`src/rtl/cnt_seq_ctrl_if.sv`:
```
// Signal bundle between the run sequencer, its environment and the attached counter.
// master drives requests and counter feedback; slave is the sequencer itself.
interface cnt_seq_ctrl_if #(parameter int W = 4);
  logic         start;
  logic         stop;
  logic [W-1:0] period;
  logic [3:0]   reps;
  logic [W-1:0] cnt_q;
  logic         cnt_co;
  logic         cnt_load_n;
  logic         cnt_en;
  logic [W-1:0] cnt_d;
  logic         busy;
  logic         tick;
  logic         done;
  logic [3:0]   rep_left;
  logic         err;

  modport master (
    output start, stop, period, reps, cnt_q, cnt_co,
    input  cnt_load_n, cnt_en, cnt_d, busy, tick, done, rep_left, err
  );

  modport slave (
    input  start, stop, period, reps, cnt_q, cnt_co,
    output cnt_load_n, cnt_en, cnt_d, busy, tick, done, rep_left, err
  );
endinterface

```
`src/rtl/cnt_seq_ctrl.sv`:
```
// Run sequencer for an up-counter: preloads ~PERIOD, counts to carry-out, repeats REPS times.
// state | meaning
// IDLE  | waiting for START; period/reps captured on acceptance
// LOAD  | one-cycle counter preload with ~P
// RUN   | counting; carry-out ends an interval, reload or finish
// DONE  | one-cycle completion pulse of a finite run
module cnt_seq_ctrl #(
  parameter int W = 4
) (
  input  logic         CLK,
  input  logic         MR,
  cnt_seq_ctrl_if.slave bus
);

  localparam logic [1:0] ST_IDLE = 2'd0;
  localparam logic [1:0] ST_LOAD = 2'd1;
  localparam logic [1:0] ST_RUN  = 2'd2;
  localparam logic [1:0] ST_DONE = 2'd3;

  logic [1:0]   state_q, state_d;
  logic [W-1:0] p_q, p_d;
  logic [3:0]   rep_q, rep_d;
  logic         err_q, err_d;
  logic         chk_q, chk_d;

  logic in_load, in_run, busy, co_run, last_rep, reload;

  assign in_load  = (state_q == ST_LOAD);
  assign in_run   = (state_q == ST_RUN);
  assign busy     = in_load | in_run;
  assign co_run   = in_run & bus.cnt_co;
  assign last_rep = (rep_q == 4'd1);
  assign reload   = co_run & ~last_rep;

  always_comb begin
    state_d = state_q;
    p_d     = p_q;
    rep_d   = rep_q;
    err_d   = err_q;
    chk_d   = 1'b0;
    case (state_q)
      ST_IDLE: begin
        if (bus.start && !bus.stop) begin
          p_d     = bus.period;
          rep_d   = bus.reps;
          err_d   = 1'b0;
          state_d = ST_LOAD;
        end
      end
      ST_LOAD: begin
        if (bus.stop) begin
          state_d = ST_IDLE;
        end else begin
          state_d = ST_RUN;
          chk_d   = 1'b1;
        end
      end
      ST_RUN: begin
        if (chk_q && (bus.cnt_q != ~p_q)) begin
          err_d = 1'b1;
        end
        if (bus.stop) begin
          state_d = ST_IDLE;
        end else if (co_run) begin
          if (last_rep) begin
            rep_d   = 4'd0;
            state_d = ST_DONE;
          end else begin
            chk_d = 1'b1;
            // rep_q == 0 marks continuous mode and must never wrap
            if (rep_q != 4'd0) begin
              rep_d = rep_q - 4'd1;
            end
          end
        end
      end
      default: begin
        state_d = ST_IDLE;
      end
    endcase
  end

  always_ff @(posedge CLK or negedge MR) begin
    if (!MR) begin
      state_q <= ST_IDLE;
      p_q     <= '0;
      rep_q   <= 4'd0;
      err_q   <= 1'b0;
      chk_q   <= 1'b0;
    end else begin
      state_q <= state_d;
      p_q     <= p_d;
      rep_q   <= rep_d;
      err_q   <= err_d;
      chk_q   <= chk_d;
    end
  end

  // TICK is the only output gated by STOP, so an aborted interval never reports completion
  assign bus.tick       = co_run & ~bus.stop;
  assign bus.cnt_en     = in_run;
  assign bus.cnt_load_n = ~(in_load | reload);
  assign bus.cnt_d      = busy ? ~p_q : '0;
  assign bus.busy       = busy;
  assign bus.done       = (state_q == ST_DONE);
  assign bus.rep_left   = rep_q;
  assign bus.err        = err_q;

endmodule

```
`src/flat_wrapper.sv`:
```
// flat-port wrapper written by rule: the top's interface ports become plain ports
module cnt_seq_ctrl_flat 
#(
  parameter int W = 4
)
  (CLK, MR, bus_start, bus_stop, bus_period, bus_reps, bus_cnt_q, bus_cnt_co, bus_cnt_load_n, bus_cnt_en, bus_cnt_d, bus_busy, bus_tick, bus_done, bus_rep_left, bus_err);
  cnt_seq_ctrl_if #(.W(W)) bus_i ();
  input  logic CLK;
  input  logic MR;
  input wire logic [$bits(bus_i.start)-1:0] bus_start;
  input wire logic [$bits(bus_i.stop)-1:0] bus_stop;
  input wire logic [$bits(bus_i.period)-1:0] bus_period;
  input wire logic [$bits(bus_i.reps)-1:0] bus_reps;
  input wire logic [$bits(bus_i.cnt_q)-1:0] bus_cnt_q;
  input wire logic [$bits(bus_i.cnt_co)-1:0] bus_cnt_co;
  output wire logic [$bits(bus_i.cnt_load_n)-1:0] bus_cnt_load_n;
  output wire logic [$bits(bus_i.cnt_en)-1:0] bus_cnt_en;
  output wire logic [$bits(bus_i.cnt_d)-1:0] bus_cnt_d;
  output wire logic [$bits(bus_i.busy)-1:0] bus_busy;
  output wire logic [$bits(bus_i.tick)-1:0] bus_tick;
  output wire logic [$bits(bus_i.done)-1:0] bus_done;
  output wire logic [$bits(bus_i.rep_left)-1:0] bus_rep_left;
  output wire logic [$bits(bus_i.err)-1:0] bus_err;
  assign bus_i.start = bus_start;
  assign bus_i.stop = bus_stop;
  assign bus_i.period = bus_period;
  assign bus_i.reps = bus_reps;
  assign bus_i.cnt_q = bus_cnt_q;
  assign bus_i.cnt_co = bus_cnt_co;
  assign bus_cnt_load_n = bus_i.cnt_load_n;
  assign bus_cnt_en = bus_i.cnt_en;
  assign bus_cnt_d = bus_i.cnt_d;
  assign bus_busy = bus_i.busy;
  assign bus_tick = bus_i.tick;
  assign bus_done = bus_i.done;
  assign bus_rep_left = bus_i.rep_left;
  assign bus_err = bus_i.err;
  cnt_seq_ctrl #(.W(W)) u_core (.CLK(CLK), .MR(MR), .bus(bus_i));
endmodule
```
`config.mk`:
```
export PLATFORM = sky130hd
export DESIGN_NAME = cnt_seq_ctrl_flat
export DESIGN_NICKNAME = d
export VERILOG_FILES = /design/src/rtl/cnt_seq_ctrl_if.sv /design/src/rtl/cnt_seq_ctrl.sv /design/src/flat_wrapper.sv
export SDC_FILE = /design/constraint.sdc
export NUM_CORES = 1
export LEC_CHECK = 0
export BUFFER_PORTS_ARGS = -buffer_cell sky130_fd_sc_hd__buf_4
export CAP_MARGIN = 20
export CORE_MARGIN = 1.5
export CORE_UTILIZATION = 45
export DETAILED_ROUTE_END_ITERATION = 7
export HOLD_SLACK_MARGIN = 0.06
export PLACE_DENSITY = 0.82
export SYNTH_ARGS = -nofsm -noshare
export SYNTH_HDL_FRONTEND = slang
export SYNTH_SLANG_ARGS = --single-unit
```
`constraint.sdc`:
```
create_clock -name CLK -period 2.1 [get_ports CLK]
set_input_delay 0.105 -clock CLK [delete_from_list [all_inputs] [get_ports CLK]]
set_output_delay 0.105 -clock CLK [all_outputs]
set_load 0.01 [all_outputs]
```
==> metrics.md, run 1 <==
| Metric | Value |
|---|---|
| Final worst slack | `0.0816 ns` |
| DRT Pass-1 Iters | `4` |
| Skew-Pair Late Insertion Delay | `0.27 ns` |
| Tcrit/Tclk final | `0.961` |
| Slew @ Worst Pin | `0.396 ns` |
| Die H | `47.2 um` |
| Sequential area share after synthesis | `0.341` |
| Worst Hold Class | `input port to flip-flop` |
| Unique cell type count in the Yosys netlist | `37` |
| Relative slew slack | `0.734` |
| Most frequent cells after synthesis | `12 x dfrtp_1, 8 x inv_1, 7 x nor2_1` |
| Total number of yosys warnings | `0` |
| Post-synth top area share | `0.341` |
| Clock sink count | `12` |
| Worst Path Arrival | `1.91 ns` |
| CP cell instances | `inv_1, ha_2, or3b_2, a31oi_4, buf_4` |
| Clock Path Buffers | `2` |
| Synth area leaders | `dfrtp_1 34%, ha_1 8.5%, mux2_2 5.1%` |
| CP endpoint kind | `output port` |
| IO Port Bufs | `30` |
| Final setup viols | `0` |
| Reg clk slew, reported paths | `0.08 ns` |
| CORE AREA | `1780 sq um` |
| Die area | `2230 sq um` |
| Fill cells | `144` |
| Clock Skews | `approximately 0.0019 ns` |
| Largest delay share family, worst path | `simple AND/OR/NAND/NOR gates` |
| Largest net degree at the start of global routing | `13` |
| Period minus WS final | `about 2 ns` |
| GPL Wtd Cong | `0.950` |
| Syn nets | `117` |
| Pre-CTS setup slack | `0.200 ns` |
| GRT overflow | `0` |
| Netlist Area Pre-Place | `881 sq um` |
| WP depth | `5` |
| CP startpoint kind | `flip-flop` |
| Mean Syn Cell Area | `roughly 9.4 sq um` |
| Most common cell in the synthesized netlist | `dfrtp_1` |
| Starting DRT DRC Count | `13` |
| Via count | `between 800 and 900` |
| Die width | `47.2 um` |
| Final instance area | `1260 sq um` |
| Hpwl dp | `1700 um` |
| Final core area utilization | `0.705` |
| Max Clock Freq | `just under 500 MHz` |
| Ys flop type | `dfrtp_1` |
| Cts bufs inserted | `3` |
| GRT Total Usage | `0.217` |
| #FFs+latches synth | `12` |
| CP max stage delay | `0.51 ns` |
| First-pass GRT wire length | `around 3400 um` |
| Final Hold Fails | `0` |
| P&R area growth vs syn | `42.6%` |
| Post-route DRC | `0` |
| Post-route ant nets | `0` |
| Post-synth top area cell | `dfrtp_1` |
| Worst R2R Path Depth | `6` |
| Site row count | `15` |
| H-tree Lvls | `1` |
| Critical path class | `flip-flop to output port` |
| Post-synth EDFFs | `0` |
| Worst endpoint required time | `2.00 ns` |
| Dpl cell area | `1140 sq um` |
| Status | `completed` |
| Pwr dens | `1290 nW/um^2` |
| Asr flop ratio synth | `1.00` |
| Worst vdd ir | `0.000916 V` |
| Max-slew violations | `0` |
| Synthesized instance count | `94` |
| Setup TNS Final | `0 ns` |
| RSZ-0062 raised after global routing | `false` |
| CP Max Fanout | `5` |
| Initial antenna violation count | `0` |
| Worst Hold Path Cells | `2` |
| Layout Nets | `about 160` |
| Critical path's slowest cell | `or3b_2` |
| Vias per cell | `5.34` |
| CTS root buf | `clkbuf_4` |
| Initial Utilization | `0.494` |
| Ant. Diodes | `0` |
| Max_cap viols | `0` |
| TritonCTS clock tree | `done` |
| CP bufs+invs | `2` |
| Share of layout cells above drive strength 1 | `0.366` |
| Avg WL per Cell | `between 10 and 15 um` |
| Vias in the first global route | `a little under 800` |
| I/O Pins | `31` |
| DRT Wirelength | `~2300 um` |
| LEAKAGE | `0.587 nW` |
## worst paths after layout
check	from	end	slack, ns
hold reg to reg	u_core.bus.err$_DFFE_PN0P_	u_core.bus.err$_DFFE_PN0P_	0.54
hold / removal	bus_period[1]	u_core.p_q[1]$_DFFE_PN0P_	0.07
max in group asynchronous	MR	u_core.p_q[1]$_DFFE_PN0P_	1.74
setup / recovery	u_core.bus.rep_left[1]$_DFFE_PN0P_	bus_cnt_load_n	0.08
min in group asynchronous	MR	u_core.bus.rep_left[0]$_DFFE_PN0P_	0.20
setup reg to reg	u_core.bus.rep_left[0]$_DFFE_PN0P_	u_core.bus.rep_left[3]$_DFFE_PN0P_	0.24
## cells by family (layout without fill, tap and decap cells)
logic type	after synthesis	in the layout	share of synthesized area
buffers and inverters	12	52	0.0597
muxes	8	8	0.0966
adders and majority gates	6	6	0.0852
DFF	12	12	0.341
AOI/OAI and AO/OA	19	19	0.143
xor gates and xnor gates	4	4	0.0398
and+or+nand+nor	33	33	0.234
## metal layers
metal | track usage | part of all wire
met1 | 0.265 | 0.41
met2 | 0.362 | 0.52
met3 | 0.0731 | 0.059
met4 | 0.0611 | 0.011
met5 | 0 | 0
## stage by stage
| stage | instances | power, mW | hold slack (ns) |
|---|---|---|---|
| finish | 159 | 1.62 | 0.0735 |
| global route | 159 | 1.75 | 0.0614 |
| CTS | 156 | 1.60 | 0.0605 |
| detailed placement | 149 | 1.39 | -0.0432 |
| global placement | 149 | 1.35 | -0.0468 |
| floorplan | 94 | 1.02 | -0.191 |
## cell usage in the layout (no fill, tap or decap), types with 2 or more instances in the layout
master,synthesis,layout
nor2_1,7,7
mux2i_1,4,4
dlygate4sd3_1,0,5
nand3_1,2,2
dfrtp_1,12,12
nand3b_1,2,2
nand2_1,3,3
o21ai_0,5,5
nor3_1,3,3
inv_1,8,8
mux2_2,4,4
nor2b_1,6,6
clkbuf_4,0,3
a21oi_1,2,2
xnor2_1,4,4
ha_1,6,5
buf_4,0,35
## final cells by class
class	instances	area, sq um	share of cell area
multi-input combinational	70	546	0.434
timing repair buffer	40	313	0.249
sequential	12	300	0.239
clock buffer	4	36.3	0.0289
tap	25	31.3	0.0249
inverter	8	30.0	0.0239
## where the power goes
part,switching [mW],internal [mW]
Combinational,0.460,0.515
Clock,0.0800,0.105
Sequential,0.126,0.338
Total,0.666,0.958
## timing repair
item,4_1_cts,5_1_grt
hold endpoints to repair,14,2
buffers inserted,0,1
hold buffers,3,2
resized for setup,1,2
setup endpoints to repair,1,1
## sequential cells by signal, indices dropped and copies added (netlist names)
signal and cells:
u_core.bus.err 1, u_core.state_q 2, u_core.bus.rep_left 4, u_core.p_q 4
u_core.chk_q 1
Note: power is estimated with default switching activity, not from simulation.
==> run 2: changes to the inputs <==
clock period = 2.4 ns   (was 2.1 ns; I/O delays follow)
==> run 2 against run 1 <==
Against the previous run:
- sequential share of layout area up 1.7 points
- clock-buffer cell count shrank 1
- total power down 19%
- die area unchanged
- wire length is 12% lower
- critical endpoint unchanged
- largest cell class unchanged
- largest power group unchanged
- highest routed layer unchanged
==> metrics.md, run 2 (synthesized netlist as in run 1, its figures left out) <==
| Metric | Value |
|---|---|
| Status | `completed` |
| Final Hold Fails | `0 (unchanged)` |
| GRT overflow | `0 (unchanged)` |
| GPL Wtd Cong | `0.946 (-0.38%)` |
| Clock Path Buffers | `2 (unchanged)` |
| Max Clock Freq | `462 MHz` |
| Clock sink count | `12 (unchanged)` |
| Period minus WS final | `2.17 ns` |
| CP Max Fanout | `5 (unchanged)` |
| Die H | `47.2 um (unchanged)` |
| TritonCTS clock tree | `done` |
| IO Port Bufs | `30 (unchanged)` |
| Starting DRT DRC Count | `9 (-4)` |
| Commonest cells after routing, fill and taps aside | `31 x buf_4, 12 x dfrtp_1, 8 x inv_1` |
| CTS root buf | `clkbuf_4` |
| DRT Wirelength | `2030 um (-12%)` |
| Worst vdd ir | `0.000779 V (-15%)` |
| Cts bufs inserted | `3 (unchanged)` |
| H-tree Lvls | `1 (unchanged)` |
| Relative slew slack | `0.729 (-0.00461)` |
| Fill cells | `155 (+7.6%)` |
| Avg WL per Cell | `13.4 um (-7.5%)` |
| Met1 GRT Util | `0.245 (-0.0198)` |
| Tcrit/Tclk final | `0.902` |
| Initial antenna violation count | `0 (unchanged)` |
| Final instance area | `1170 sq um (-6.5%)` |
| Share of layout cells above drive strength 1 | `0.331 (-0.0350)` |
| GRT Total Usage | `0.207 (-0.00983)` |
| Worst Setup SP | `u_core.bus.rep_left[1]$_DFFE_PN0P_` |
| Vias in the first global route | `759 (-2.1%)` |
| Largest net degree at the start of global routing | `14 (+1)` |
| Commonest non-fill, non-tap cell in the layout | `buf_4` |
| Worst Path Arrival | `2.05 ns (+0.14 ns)` |
| First-pass GRT wire length | `3170 um (-6.1%)` |
| Met2 Usage GRT | `0.330 (-0.0324)` |
| Die area | `2230 sq um (unchanged)` |
| Ant. Diodes | `0 (unchanged)` |
| Reg-to-Reg Start | `u_core.bus.rep_left[1]$_DFFE_PN0P_` |
| LEAKAGE | `0.553 nW (-5.7%)` |
| Critical path class | `flip-flop to output port` |
| Site row count | `15 (unchanged)` |
| Post-CTS setup buffer count | `0 (unchanged)` |
| Initial Utilization | `0.494 (unchanged)` |
| Layer with the highest usage | `met2` |
| Final setup viols | `0 (unchanged)` |
| Slew @ Worst Pin | `0.403 ns (+0.00685 ns)` |
| Vias per cell | `5.35 (+0.17%)` |
| I/O Pins | `31 (unchanged)` |
| FF+latch area | `300 sq um (unchanged)` |
| Hold path startpoint | `bus_stop` |
| Fin cells | `152 (-4.4%)` |
| Post-cts sizing count | `0 (-1)` |
| Layout Nets | `152 (-3.8%)` |
| Setup TNS Final | `0 ns (unchanged)` |
| Worst Hold Class | `input port to flip-flop` |
| Post-route ant nets | `0 (unchanged)` |
| Reg clk slew, reported paths | `0.07 ns (about the same)` |
| Clock Skews | `0.00266 ns (+0.000792 ns)` |
| CP startpoint kind | `flip-flop` |
| Die width | `47.2 um (unchanged)` |
| Max-slew violations | `0 (unchanged)` |
| Worst endpoint required time | `2.28 ns (+0.28 ns)` |
| Post-route DRC | `0 (unchanged)` |
| CP endpoint kind | `output port` |
| RSZ-0062 raised after global routing | `false` |
| Multi-input logic area | `528 sq um (-3.2%)` |
| Placed Cells incl. Taps | `146 (-2.0%)` |
| Via count | `813 (-4.2%)` |
| Skew-Pair Late Insertion Delay | `0.28 ns (about the same)` |
| Hpwl dp | `1570 um (-8.1%)` |
| GR Util met3 | `0.0808 (+0.00769)` |
| Final core area utilization | `0.659 (-0.0456)` |
| DRT Pass-1 Iters | `4 (unchanged)` |
| Max_cap viols | `0 (unchanged)` |
| P&R area growth vs syn | `33.4%` |
| Total power | `1.31 mW (-19%)` |
| CORE AREA | `1780 sq um (unchanged)` |
| Pwr dens | `1120 nW/um^2 (-14%)` |
| Dpl cell area | `1120 sq um (-2.0%)` |
[run 2: changes by cell type in the layout (fill, tap and decap cells not counted), sizes merged]
| cell | previous run | this run |
|---|---|---|
| clkbuf | 4 | 3 |
| buf | 35 | 31 |
| dlygate4sd3 | 5 | 3 |
[run 2: where the power goes]
| part | switching (mW) | total [mW] | internal, mW |
|---|---|---|---|
| logic | 0.370 | 0.782 | 0.412 |
| registers | 0.110 | 0.406 | 0.296 |
| clock network | 0.0664 | 0.125 | 0.0583 |
| total | 0.546 | 1.31 | 0.766 |
[run 2: stage by stage]
step           setup slack, ns  hold slack, ns
2_1_floorplan            0.588          -0.176
3_3_place_gp             0.524         -0.0330
3_5_place_dp             0.505         -0.0299
4_1_cts                  0.267          0.0664
5_1_grt                  0.162          0.0667
6_report                 0.235          0.0766
[run 2: layer usage]
| layer | wire [um] | vias up | share of wire |
|---|---|---|---|
| li1 | - | 400 | - |
| met2 | 1020 | 27 | 0.50 |
| met4 | 29 | 0 | 0.014 |
| met1 | 869 | 382 | 0.43 |
| met5 | 0 | - | 0 |
| met3 | 119 | 4 | 0.059 |
[run 2: what timing repair did]
action / 4_1_cts / 5_1_grt
hold buffers: 1 / 2
hold endpoints to repair: 12 / 2
setup endpoints to repair: 0 / 0
[run 2: path summary, 6_finish.rpt]
path                                                      endpoint  slack, ns  cells after the start
worst max-delay path                                bus_cnt_load_n       0.23                      5
worst min-delay path                        u_core.chk_q$_DFF_PN0_       0.08                      2
worst max register to register  u_core.bus.rep_left[3]$_DFFE_PN0P_       0.47                      6
worst min register to register          u_core.bus.err$_DFFE_PN0P_       0.51                      2
max in group asynchronous            u_core.state_q[0]$_DFFE_PN0P_       2.02                      2
min in group asynchronous       u_core.bus.rep_left[0]$_DFFE_PN0P_       0.22                      2
[run 2: area by class of cell]
class	count	area share
multi-input cells	70	0.449
flip-flops and latches	12	0.256
repair buffers	34	0.224
well taps	25	0.0266
inverters	8	0.0256
clock buffers	3	0.0192
[run 2: worst max-delay path: stages, from the launching register on]
cell     delay (ns)
dfrtp_1        0.44
inv_1          0.13
ha_1           0.25
or3b_2         0.50
a31oi_1        0.28
buf_4          0.18
